### config.mk
export PLATFORM = sky130hd
export DESIGN_NAME = mem_port_arbiter_flat
export DESIGN_NICKNAME = d
export VERILOG_FILES = /design/src/rtl/mem_port_arbiter_pkg.sv /design/src/rtl/mem_port_arbiter_if.sv /design/src/rtl/mem_port_arbiter_lane_align.sv /design/src/rtl/mem_port_arbiter.sv /design/src/flat_wrapper.sv
export SDC_FILE = /design/constraint.sdc
export NUM_CORES = 1
export LEC_CHECK = 0
export CAP_MARGIN = 20
export CORE_MARGIN = 1
export CORE_UTILIZATION = 60
export CTS_CLUSTER_SIZE = 14
export DETAILED_ROUTE_END_ITERATION = 8
export DONT_BUFFER_PORTS = 1
export PLACE_DENSITY = 0.81
export REMOVE_ABC_BUFFERS = 1
export SYNTH_ARGS = -nofsm -noshare
export SYNTH_HDL_FRONTEND = slang
export SYNTH_HIERARCHICAL = 1
export SYNTH_SLANG_ARGS = --single-unit
export TNS_END_PERCENT = 20
### constraint.sdc
create_clock -name clk -period 3.05 [get_ports clk]
set_input_delay 0.1525 -clock clk [delete_from_list [all_inputs] [get_ports clk]]
set_output_delay 0.1525 -clock clk [all_outputs]
set_load 0.01 [all_outputs]
### src/rtl/mem_port_arbiter_pkg.sv
// Shared types and encodings for the core memory-port arbiter.
package cm0_mem_pkg;

    typedef enum logic [1:0] {
        IDLE   = 2'd0,
        ACCESS = 2'd1,
        ERR    = 2'd2
    } arb_state_e;

    localparam logic [1:0] SZ_BYTE = 2'b00;
    localparam logic [1:0] SZ_HALF = 2'b01;
    localparam logic [1:0] SZ_WORD = 2'b10;

    localparam logic OWN_IF = 1'b0;
    localparam logic OWN_D  = 1'b1;

    // Size 2'b11 has no legal encoding and is reported the same way as a misalignment.
    function automatic logic is_misaligned(input logic [1:0] size, input logic [1:0] off);
        logic bad;
        case (size)
            SZ_BYTE: bad = 1'b0;
            SZ_HALF: bad = off[0];
            SZ_WORD: bad = (off != 2'b00);
            default: bad = 1'b1;
        endcase
        return bad;
    endfunction

endpackage

### src/rtl/mem_port_arbiter_if.sv
// Fetch, data and memory handshake signals of the arbiter, grouped as one bundle.
interface mem_port_arbiter_if #(
    parameter int ADDR_W = 32,
    parameter int DATA_W = 32
);
    logic              if_req;
    logic [ADDR_W-1:0] if_addr;
    logic              if_gnt;
    logic              if_rvalid;
    logic [DATA_W-1:0] if_rdata;

    logic              d_req;
    logic              d_we;
    logic [1:0]        d_size;
    logic [ADDR_W-1:0] d_addr;
    logic [DATA_W-1:0] d_wdata;
    logic              d_gnt;
    logic              d_rvalid;
    logic [DATA_W-1:0] d_rdata;
    logic              d_err;

    logic              mem_req;
    logic              mem_we;
    logic [ADDR_W-1:0] mem_addr;
    logic [3:0]        mem_be;
    logic [DATA_W-1:0] mem_wdata;
    logic              mem_ready;
    logic [DATA_W-1:0] mem_rdata;

    modport slave (
        input  if_req, if_addr, d_req, d_we, d_size, d_addr, d_wdata, mem_ready, mem_rdata,
        output if_gnt, if_rvalid, if_rdata, d_gnt, d_rvalid, d_rdata, d_err,
               mem_req, mem_we, mem_addr, mem_be, mem_wdata
    );

    modport master (
        output if_req, if_addr, d_req, d_we, d_size, d_addr, d_wdata, mem_ready, mem_rdata,
        input  if_gnt, if_rvalid, if_rdata, d_gnt, d_rvalid, d_rdata, d_err,
               mem_req, mem_we, mem_addr, mem_be, mem_wdata
    );

endinterface

### src/rtl/mem_port_arbiter_lane_align.sv
// Byte-lane logic for the data path: misalignment detect, byte enables,
// store replication and zero-extended load extraction.
module mem_lane_align
    import cm0_mem_pkg::*;
(
    input  logic [1:0]  wr_size_i,
    input  logic [1:0]  wr_off_i,
    input  logic [31:0] wr_data_i,
    input  logic [1:0]  rd_size_i,
    input  logic [1:0]  rd_off_i,
    input  logic [31:0] rd_word_i,
    output logic        misalign_o,
    output logic [3:0]  be_o,
    output logic [31:0] wdata_o,
    output logic [31:0] rdata_o
);

    logic [31:0] shifted_s;

    // Request side: lane enables and replicated store data for the access size.
    always_comb begin
        misalign_o = is_misaligned(wr_size_i, wr_off_i);
        be_o       = 4'b0000;
        wdata_o    = 32'h0000_0000;
        case (wr_size_i)
            SZ_BYTE: begin
                be_o    = 4'b0001 << wr_off_i;
                wdata_o = {4{wr_data_i[7:0]}};
            end
            SZ_HALF: begin
                be_o    = wr_off_i[1] ? 4'b1100 : 4'b0011;
                wdata_o = {2{wr_data_i[15:0]}};
            end
            SZ_WORD: begin
                be_o    = 4'b1111;
                wdata_o = wr_data_i;
            end
            default: begin
                be_o    = 4'b0000;
                wdata_o = wr_data_i;
            end
        endcase
    end

    // Response side: bring the addressed lanes down to bit 0 and zero-extend.
    always_comb begin
        shifted_s = rd_word_i >> {rd_off_i, 3'b000};
        case (rd_size_i)
            SZ_BYTE: rdata_o = {24'h00_0000, shifted_s[7:0]};
            SZ_HALF: rdata_o = {16'h0000, shifted_s[15:0]};
            SZ_WORD: rdata_o = shifted_s;
            default: rdata_o = 32'h0000_0000;
        endcase
    end

endmodule

### src/rtl/mem_port_arbiter.sv
// Shares one memory port between instruction fetch and data load/store:
// data-first arbitration with a fetch-starvation limit, one transaction at a time.
module mem_port_arbiter
    import cm0_mem_pkg::*;
#(
    parameter int ADDR_W       = 32,
    parameter int DATA_W       = 32,
    parameter int MAX_DATA_RUN = 4
) (
    input  logic              clk,
    input  logic              rst,
    mem_port_arbiter_if.slave bus,
    output logic              busy
);

    localparam logic [3:0]        RUN_MAX   = 4'(MAX_DATA_RUN);
    localparam logic [ADDR_W-1:0] WORD_MASK = {{(ADDR_W-2){1'b1}}, 2'b00};

    arb_state_e        state_q;
    logic [3:0]        run_q;
    logic              owner_q;
    logic [1:0]        size_q;
    logic [1:0]        off_q;
    logic              mem_req_q;
    logic              mem_we_q;
    logic [ADDR_W-1:0] mem_addr_q;
    logic [3:0]        mem_be_q;
    logic [DATA_W-1:0] mem_wdata_q;
    logic              if_rvalid_q;
    logic [DATA_W-1:0] if_rdata_q;
    logic              d_rvalid_q;
    logic              d_err_q;
    logic [DATA_W-1:0] d_rdata_q;

    logic              fetch_force_s;
    logic              if_gnt_s;
    logic              d_gnt_s;
    logic              misalign_s;
    logic [3:0]        d_be_s;
    logic [DATA_W-1:0] d_wdata_s;
    logic [DATA_W-1:0] d_rdata_ext_s;

    mem_lane_align u_lane_align (
        .wr_size_i  (bus.d_size),
        .wr_off_i   (bus.d_addr[1:0]),
        .wr_data_i  (bus.d_wdata),
        .rd_size_i  (size_q),
        .rd_off_i   (off_q),
        .rd_word_i  (bus.mem_rdata),
        .misalign_o (misalign_s),
        .be_o       (d_be_s),
        .wdata_o    (d_wdata_s),
        .rdata_o    (d_rdata_ext_s)
    );

    // Grant selection; grants are suppressed while reset is held so every output reads 0.
    always_comb begin
        fetch_force_s = bus.if_req && (run_q == RUN_MAX);
        if_gnt_s      = 1'b0;
        d_gnt_s       = 1'b0;
        if (rst && (state_q == IDLE)) begin
            if (bus.d_req && !fetch_force_s) begin
                d_gnt_s = 1'b1;
            end else if (bus.if_req) begin
                if_gnt_s = 1'b1;
            end else begin
                d_gnt_s  = 1'b0;
                if_gnt_s = 1'b0;
            end
        end else begin
            if_gnt_s = 1'b0;
            d_gnt_s  = 1'b0;
        end
    end

    // Transaction FSM, run counter and all registered outputs.
    always_ff @(posedge clk or negedge rst) begin
        if (!rst) begin
            state_q     <= IDLE;
            run_q       <= 4'd0;
            owner_q     <= OWN_IF;
            size_q      <= SZ_BYTE;
            off_q       <= 2'b00;
            mem_req_q   <= 1'b0;
            mem_we_q    <= 1'b0;
            mem_addr_q  <= {ADDR_W{1'b0}};
            mem_be_q    <= 4'b0000;
            mem_wdata_q <= {DATA_W{1'b0}};
            if_rvalid_q <= 1'b0;
            if_rdata_q  <= {DATA_W{1'b0}};
            d_rvalid_q  <= 1'b0;
            d_err_q     <= 1'b0;
            d_rdata_q   <= {DATA_W{1'b0}};
        end else begin
            if_rvalid_q <= 1'b0;
            d_rvalid_q  <= 1'b0;
            d_err_q     <= 1'b0;
            case (state_q)
                IDLE: begin
                    if (!bus.if_req || if_gnt_s) begin
                        run_q <= 4'd0;
                    end else if (d_gnt_s && (run_q != RUN_MAX)) begin
                        run_q <= run_q + 4'd1;
                    end
                    if (d_gnt_s) begin
                        owner_q <= OWN_D;
                        size_q  <= bus.d_size;
                        off_q   <= bus.d_addr[1:0];
                        if (misalign_s) begin
                            state_q <= ERR;
                        end else begin
                            state_q     <= ACCESS;
                            mem_req_q   <= 1'b1;
                            mem_we_q    <= bus.d_we;
                            mem_addr_q  <= bus.d_addr & WORD_MASK;
                            mem_be_q    <= d_be_s;
                            mem_wdata_q <= d_wdata_s;
                        end
                    end else if (if_gnt_s) begin
                        owner_q     <= OWN_IF;
                        state_q     <= ACCESS;
                        mem_req_q   <= 1'b1;
                        mem_we_q    <= 1'b0;
                        mem_addr_q  <= bus.if_addr & WORD_MASK;
                        mem_be_q    <= 4'b1111;
                        mem_wdata_q <= {DATA_W{1'b0}};
                    end
                end
                ACCESS: begin
                    if (bus.mem_ready) begin
                        state_q   <= IDLE;
                        mem_req_q <= 1'b0;
                        if (owner_q == OWN_D) begin
                            d_rvalid_q <= 1'b1;
                            d_rdata_q  <= mem_we_q ? {DATA_W{1'b0}} : d_rdata_ext_s;
                        end else begin
                            if_rvalid_q <= 1'b1;
                            if_rdata_q  <= bus.mem_rdata;
                        end
                    end
                end
                ERR: begin
                    state_q    <= IDLE;
                    d_rvalid_q <= 1'b1;
                    d_err_q    <= 1'b1;
                    d_rdata_q  <= {DATA_W{1'b0}};
                end
                default: begin
                    state_q   <= IDLE;
                    mem_req_q <= 1'b0;
                end
            endcase
        end
    end

    assign bus.if_gnt    = if_gnt_s;
    assign bus.d_gnt     = d_gnt_s;
    assign bus.if_rvalid = if_rvalid_q;
    assign bus.if_rdata  = if_rdata_q;
    assign bus.d_rvalid  = d_rvalid_q;
    assign bus.d_rdata   = d_rdata_q;
    assign bus.d_err     = d_err_q;
    assign bus.mem_req   = mem_req_q;
    assign bus.mem_we    = mem_we_q;
    assign bus.mem_addr  = mem_addr_q;
    assign bus.mem_be    = mem_be_q;
    assign bus.mem_wdata = mem_wdata_q;
    assign busy          = (state_q != IDLE);

endmodule
### src/flat_wrapper.sv
// flat-port wrapper written by rule: the top's interface ports become plain ports
module mem_port_arbiter_flat import cm0_mem_pkg::*;
#(
    parameter int ADDR_W       = 32,
    parameter int DATA_W       = 32,
    parameter int MAX_DATA_RUN = 4
)
  (clk, rst, busy, bus_if_req, bus_if_addr, bus_d_req, bus_d_we, bus_d_size, bus_d_addr, bus_d_wdata, bus_mem_ready, bus_mem_rdata, bus_if_gnt, bus_if_rvalid, bus_if_rdata, bus_d_gnt, bus_d_rvalid, bus_d_rdata, bus_d_err, bus_mem_req, bus_mem_we, bus_mem_addr, bus_mem_be, bus_mem_wdata);
  mem_port_arbiter_if #(.ADDR_W(ADDR_W), .DATA_W(DATA_W)) bus_i ();
  input  logic clk;
  input  logic rst;
  output logic busy;
  input wire logic [$bits(bus_i.if_req)-1:0] bus_if_req;
  input wire logic [$bits(bus_i.if_addr)-1:0] bus_if_addr;
  input wire logic [$bits(bus_i.d_req)-1:0] bus_d_req;
  input wire logic [$bits(bus_i.d_we)-1:0] bus_d_we;
  input wire logic [$bits(bus_i.d_size)-1:0] bus_d_size;
  input wire logic [$bits(bus_i.d_addr)-1:0] bus_d_addr;
  input wire logic [$bits(bus_i.d_wdata)-1:0] bus_d_wdata;
  input wire logic [$bits(bus_i.mem_ready)-1:0] bus_mem_ready;
  input wire logic [$bits(bus_i.mem_rdata)-1:0] bus_mem_rdata;
  output wire logic [$bits(bus_i.if_gnt)-1:0] bus_if_gnt;
  output wire logic [$bits(bus_i.if_rvalid)-1:0] bus_if_rvalid;
  output wire logic [$bits(bus_i.if_rdata)-1:0] bus_if_rdata;
  output wire logic [$bits(bus_i.d_gnt)-1:0] bus_d_gnt;
  output wire logic [$bits(bus_i.d_rvalid)-1:0] bus_d_rvalid;
  output wire logic [$bits(bus_i.d_rdata)-1:0] bus_d_rdata;
  output wire logic [$bits(bus_i.d_err)-1:0] bus_d_err;
  output wire logic [$bits(bus_i.mem_req)-1:0] bus_mem_req;
  output wire logic [$bits(bus_i.mem_we)-1:0] bus_mem_we;
  output wire logic [$bits(bus_i.mem_addr)-1:0] bus_mem_addr;
  output wire logic [$bits(bus_i.mem_be)-1:0] bus_mem_be;
  output wire logic [$bits(bus_i.mem_wdata)-1:0] bus_mem_wdata;
  assign bus_i.if_req = bus_if_req;
  assign bus_i.if_addr = bus_if_addr;
  assign bus_i.d_req = bus_d_req;
  assign bus_i.d_we = bus_d_we;
  assign bus_i.d_size = bus_d_size;
  assign bus_i.d_addr = bus_d_addr;
  assign bus_i.d_wdata = bus_d_wdata;
  assign bus_i.mem_ready = bus_mem_ready;
  assign bus_i.mem_rdata = bus_mem_rdata;
  assign bus_if_gnt = bus_i.if_gnt;
  assign bus_if_rvalid = bus_i.if_rvalid;
  assign bus_if_rdata = bus_i.if_rdata;
  assign bus_d_gnt = bus_i.d_gnt;
  assign bus_d_rvalid = bus_i.d_rvalid;
  assign bus_d_rdata = bus_i.d_rdata;
  assign bus_d_err = bus_i.d_err;
  assign bus_mem_req = bus_i.mem_req;
  assign bus_mem_we = bus_i.mem_we;
  assign bus_mem_addr = bus_i.mem_addr;
  assign bus_mem_be = bus_i.mem_be;
  assign bus_mem_wdata = bus_i.mem_wdata;
  mem_port_arbiter #(.ADDR_W(ADDR_W), .DATA_W(DATA_W), .MAX_DATA_RUN(MAX_DATA_RUN)) u_core (.clk(clk), .rst(rst), .bus(bus_i), .busy(busy));
endmodule
Yosys cells after proc, flatten, opt, wreduce, memory -nomap -nowiden. Index checks and enable logic that the tools add are counted.

Add/sub/neg operators: 1. Equal/unequal tests: 13. Shift-type cells: 2. Mux-type cells: 46. Bitwise logic cells: 2. Reduce and logical (&&, ||, !) cells: 23.

Operators by type and width (count): 2-to-1 mux 32 bit (9); one-hot mux 32 bit (2 select lines) (2); one-hot mux 32 bit (3 select lines) (1); >> shifter 32 x 5 -> 32 bit (1); 2-to-1 mux 4 bit (6); 2-to-1 mux 1 bit (19); one-hot mux 4 bit (3 select lines) (1); nonzero test 2 bit (5); AND reduction 3 bit (3); 2-to-1 mux 2 bit (4); AND reduction 2 bit (4); equality test 2 x 1 -> 1 bit (second input constant) (3); equality test 2 bit (second input constant) (3); logical NOT 2 bit (3); one-hot mux 1 bit (3 select lines) (2); adder 4 x 1 -> 4 bit (second input constant) (1); equality test 4 x 3 -> 1 bit (second input constant) (1); logical AND 1 bit (4); != test 2 bit (second input constant) (2); != test 4 x 3 -> 1 bit (second input constant) (1); one-hot mux 2 bit (2 select lines) (1); AND reduction 4 bit (1); left shift 1 x 2 -> 4 bit (first input constant) (1); != test 3 x 1 -> 1 bit (second input constant) (1); 6 further kinds (8).

Register bits after elaboration: 148. Input bits: 136. Output and inout bits: 140. Word-level logic and storage cells: 102.

Logic depth before layout (Yosys ltp).
Depth after elaboration: 9. Gate-level depth with buffers: 9. Gate-level depth less buffers: 6.

Modules after synthesis. Netlist, hierarchy kept.

By module, submodules not included: mem_port_arbiter (instances 1, cells each 563, area each 5960.7 um2, seq. area each 3653.5 um2); mem_lane_align (instances 1, cells each 154, area each 1114.8 um2, seq. area each 0.0 um2).

Worst setup path after synthesis. No wires, ideal clock.

Kind: input to register. Start: input bus_d_size[0]. End: register u_core.mem_addr_q[31], in the netlist u_core/bus.mem_addr[31]. Library setup time: 0.124 ns. Data arrival time: 1.620 ns. Data required time: 2.926 ns. Slack: 1.305 ns. Stages: 9. Buffers on the path: 4. Cells stage by stage: buf_2 -> buf_2 -> nor3_1 -> nor2_1 -> or3_4 -> nand2b_1 -> buf_4 -> buf_4 -> a21oi_1.

Longest elaborated chain between the ends: 4. Elaborated cells on any way between the ends: 6. Those cells by class: eq/ne (3); mux (1); reduce/logical (2).

Ends and longest elaborated chain: start, declared (RTL line flat_wrapper.sv:17) `input wire logic [$bits(bus_i.d_size)-1:0] bus_d_size;`; equality test 2 bit (tied with other cells) (RTL line mem_port_arbiter_pkg.sv:20) `case (size)`; one-hot mux 1 bit (3 select lines) * (RTL line mem_port_arbiter_pkg.sv:20); named net u_core.misalign_s (RTL line mem_port_arbiter.sv:38) `logic misalign_s;`; != test 2 bit (no line) *; AND reduction 3 bit (no line) *; end signal, assigned (RTL line mem_port_arbiter.sv:86) `mem_addr_q <= {ADDR_W{1'b0}};`; end signal, assigned (RTL line mem_port_arbiter.sv:115) `mem_addr_q <= bus.d_addr & WORD_MASK;`; end signal, assigned (RTL line mem_port_arbiter.sv:124) `mem_addr_q <= bus.if_addr & WORD_MASK;`; end, declared (RTL line mem_port_arbiter.sv:26) `logic [ADDR_W-1:0] mem_addr_q;`.

Mark *: on every way through the listed nets, which the timed path passes. The rest lies on a longest branch. A chain may end at the register's enable or synchronous reset.

Worst setup path after layout.
Start: register u_core.state_q[1]. End: register u_core.mem_addr_q[14], in the netlist u_core/bus.mem_addr[14].

Longest elaborated chain between the ends: 5. Elaborated cells on any way between the ends: 8. Those cells by class: eq/ne (1); mux (3); reduce/logical (4).

Ends and longest elaborated chain: start, declared (RTL line mem_port_arbiter.sv:19) `arb_state_e state_q;`; start signal, assigned (RTL line mem_port_arbiter.sv:79) `state_q <= IDLE;`; start signal, assigned (RTL line mem_port_arbiter.sv:110) `state_q <= ERR;`; start signal, assigned (RTL line mem_port_arbiter.sv:112) `state_q <= ACCESS;`; logical NOT 2 bit * (RTL line mem_port_arbiter.sv:61) `if (rst && (state_q == IDLE)) begin`; logical AND 1 bit * (RTL line mem_port_arbiter.sv:61); 2-to-1 mux 1 bit * (RTL line mem_port_arbiter.sv:61); named net bus_d_gnt (RTL line flat_wrapper.sv:25) `output wire logic [$bits(bus_i.d_gnt)-1:0] bus_d_gnt;`; != test 2 bit (no line) / nonzero test 2 bit (equally long branches); AND reduction 3 bit (no line).

Marks and branches as above.

==> results.toml <==
[cells_and_area]
final_common_cell = "nand2_1"
nNetsFinal = 951
final_cell_mix = "nand2_1, dfrtp_1, dlygate4sd3_1"
syn_to_final_growth_pct = 25.7
instances_no_fill = 966
final_core_util_pct = 77.5
drive_gt1_share_pct = 8.88

[timing]
rsz0062_at_grt = "false"
finalCritPeriodShare_pct = 92.7
skew_ps = 6.82
hold_ws_ps = -565
maxSlewHeadroom_pct = 31.7
setup_viol = 0
min_period_ps = 2830
final_max_slew_viol_count = 0
worst_slew_pin_slew_ps = 1020
finalHoldViolCount = 146
clock.fmax_mhz = 354

[clock_tree]
h-tree-depth = 4
cts_tree = "done"
cts_buffers = 17
clk_latency_ps = 420
clk_pin_slew_worst_paths_ps = 60
postCtsSetupRepairBufs = 0
clockBufferDepth = 2
cts.sinks = 146
cts_hold_buf = 122
post_cts_resize_count = 0
cts-root-buf = "clkbuf_16"

[worst_setup_path]
worstReg2RegEnd = "u_core/bus.mem_addr[14]$_DFFE_PN0P_"
r2r-start = "u_core/state_q[1]$_DFFE_PN0P_"
crit_fanout = 31
reg2reg_depth = 8
critPathLaunchType = "register"
cp-end-kind = "register"
crit_type = "reg -> reg"
r2r_setup_slack_ps = 220
crit_required_ps = 3340
worstPathArrival_ps = 3120

[floorplanning]
start_util_pct = 61.7
die_h_um = 111
num_rows = 39
boundaryPins = 276
die_x_um = 111
core-area_mm2 = 0.0115
die_area_mm2 = 0.0122

[synth]
async_flop_share_pct = 100
synthFlopType = "dfrtp_1"
synth_cell_types = 43
syn_area_mm2 = 0.00708
synth.avg_cell_area_um2 = 9.87
yosysSeqAreaShare_pct = 51.6
ys_warn_count = 6
netlist_instances = 717
ys_ff_latch = 146
synth_edf_count = 0

[drt]
dr.pass1.iters = 5
antenna_left = 0
dr_total_vias = 6183
wl_per_cell_um = 22.8
dr.first_iter.drc_count = 594
drc = 0
routed_wl_mm = 22.1
viasPerCell = 6.40

[global_routing]
grt_max_degree = 153
grt_pass1_wl_mm = 34.1
grt_overflow = 0
grt_util_all_layers_pct = 36.3
grt_pass1_vias = 6616
antenna_found_initial = 1

[pwr]
ir_drop_uv = 759
p_sw_mw = 3.26
share_comb_of_total_power_pct = 28.0
power_density_mw_per_mm2 = 948
p_clk_share_pct = 26.1
p_leak_nw = 3.99
seq_power_share_pct = 45.9
internal_power_mw = 5.17
swShare_pct = 38.6

[status]
status = "finished, violations left"
violations = "negative hold slack"

[placed_design]
routabilityCongestion = 0.800
dp_hpwl_mm = 11.8
dp_cells = 812
portBuffers = 0

[worst_hold_path]
hold_class = "in -> async"

[job]
cap_viol_max_count = 0
[worst max path at each step]
stage                                             start                                   to  slack (ps)  depth (start not counted)
after CTS                 u_core/state_q[0]$_DFFE_PN0P_   u_core/bus.mem_addr[4]$_DFFE_PN0P_         460                          8
after detailed placement  u_core/state_q[1]$_DFFE_PN0P_  u_core/bus.if_rdata[22]$_DFFE_PN0P_         880                          7
after global placement    u_core/state_q[0]$_DFFE_PN0P_  u_core/bus.mem_wdata[9]$_DFFE_PN0P_         990                          8
after global routing      u_core/state_q[1]$_DFFE_PN0P_  u_core/bus.mem_addr[14]$_DFFE_PN0P_         110                          8
final                     u_core/state_q[1]$_DFFE_PN0P_  u_core/bus.mem_addr[14]$_DFFE_PN0P_         220                          8
after floorplan           u_core/state_q[0]$_DFFE_PN0P_    u_core/bus.d_rdata[0]$_DFFE_PN0P_        -290                          5
[Yosys cell counts (all sizes together), types with 2 or more instances]
library cell,n,area [µm²]
and2,8,50.1
inv,10,37.5
nor2,14,81.3
o22ai,9,56.3
mux2,21,236
nand2,173,649
nor2b,8,50.1
nor3,32,171
nand2b,11,68.8
a211oi,17,128
clkbuf,18,67.6
and2b,3,22.5
o21ai,47,235
o22a,4,35.0
nand3,5,30.0
a22o,34,298
buf,42,262
a31oi,2,12.5
a21boi,2,15.0
ha,5,62.6
a21oi,38,190
mux2i,56,561
dfrtp,146,3650
[state kept, by name, summed over array words and instances (netlist names)]
| register | count |
|---|---|
| u_core/bus.d_err | 1 |
| u_core/bus.d_rdata | 32 |
| u_core/bus.d_rvalid | 1 |
| u_core/bus.if_rdata | 32 |
| u_core/bus.if_rvalid | 1 |
| u_core/bus.mem_addr | 30 |
| u_core/bus.mem_be | 4 |
| u_core/bus.mem_req | 1 |
| u_core/bus.mem_wdata | 32 |
| u_core/bus.mem_we | 1 |
| u_core/off_q | 2 |
| u_core/owner_q | 1 |
| u_core/run_q | 4 |
| u_core/size_q | 2 |
| u_core/state_q | 2 |
[cells by family after synthesis]
| group | synth area share [%] |
|---|---|
| AOI/OAI and AO/OA | 14.1 |
| xor gates and xnor gates | 0.124 |
| adders and majority gates | 0.884 |
| buffers and inverters | 5.18 |
| DFF | 51.6 |
| muxes | 11.3 |
| other | 0.0530 |
| and+or+nand+nor | 16.8 |
[metal layers]
| layer | track usage, % | up-vias | share of wire (%) |
|---|---|---|---|
| met5 | 0 | - | 0 |
| met4 | 27.1 | 0 | 6.8 |
| met3 | 10.5 | 120 | 8.4 |
| met2 | 61.0 | 399 | 50 |
| met1 | 38.8 | 3005 | 35 |
| li1 | - | 2659 | - |
[layout make-up]
class                      count  area, µm²
antenna                        1       2.50
clock buffer                  21        460
clock inverter                10        156
fill                         687       2570
inverter                      10       37.5
multi-input combinational    502       3090
sequential                   146       3650
tap                          143        179
timing repair buffer         133       1320
[per-stage QoR]
step | setup slack (ps) | power (mW) | instance area (µm²) | TNS [ps] | hold WS, ps
6_report | 222 | 8.43 | 8890 | 0 | -565
5_1_grt | 115 | 8.81 | 8890 | 0 | -586
4_1_cts | 464 | 8.25 | 8890 | 0 | -584
3_5_place_dp | 885 | 5.87 | 7050 | 0 | -140
3_3_place_gp | 992 | 5.74 | 7050 | 0 | -140
2_1_floorplan | -291 | 5.16 | 6750 | -19220 | -143
[critical path, stage by stage, from the launching register on]
cell and delay, ps:
dfrtp_1 410, inv_1 120, ha_1 340, nand3_2 220
nor2_4 310, buf_12 290, mux2i_1 300, dlygate4sd3_1 610
a21oi_1 80
[power by group through the flow]
stage / registers, mW / logic [mW] / clock network, mW
2_1_floorplan: 3.60 / 1.56 / 0
3_3_place_gp: 3.81 / 1.93 / 0
3_5_place_dp: 3.83 / 2.04 / 0
4_1_cts: 3.82 / 2.23 / 2.20
5_1_grt: 3.94 / 2.59 / 2.28
6_report: 3.87 / 2.36 / 2.20
(Power assumes the default switching activity.)
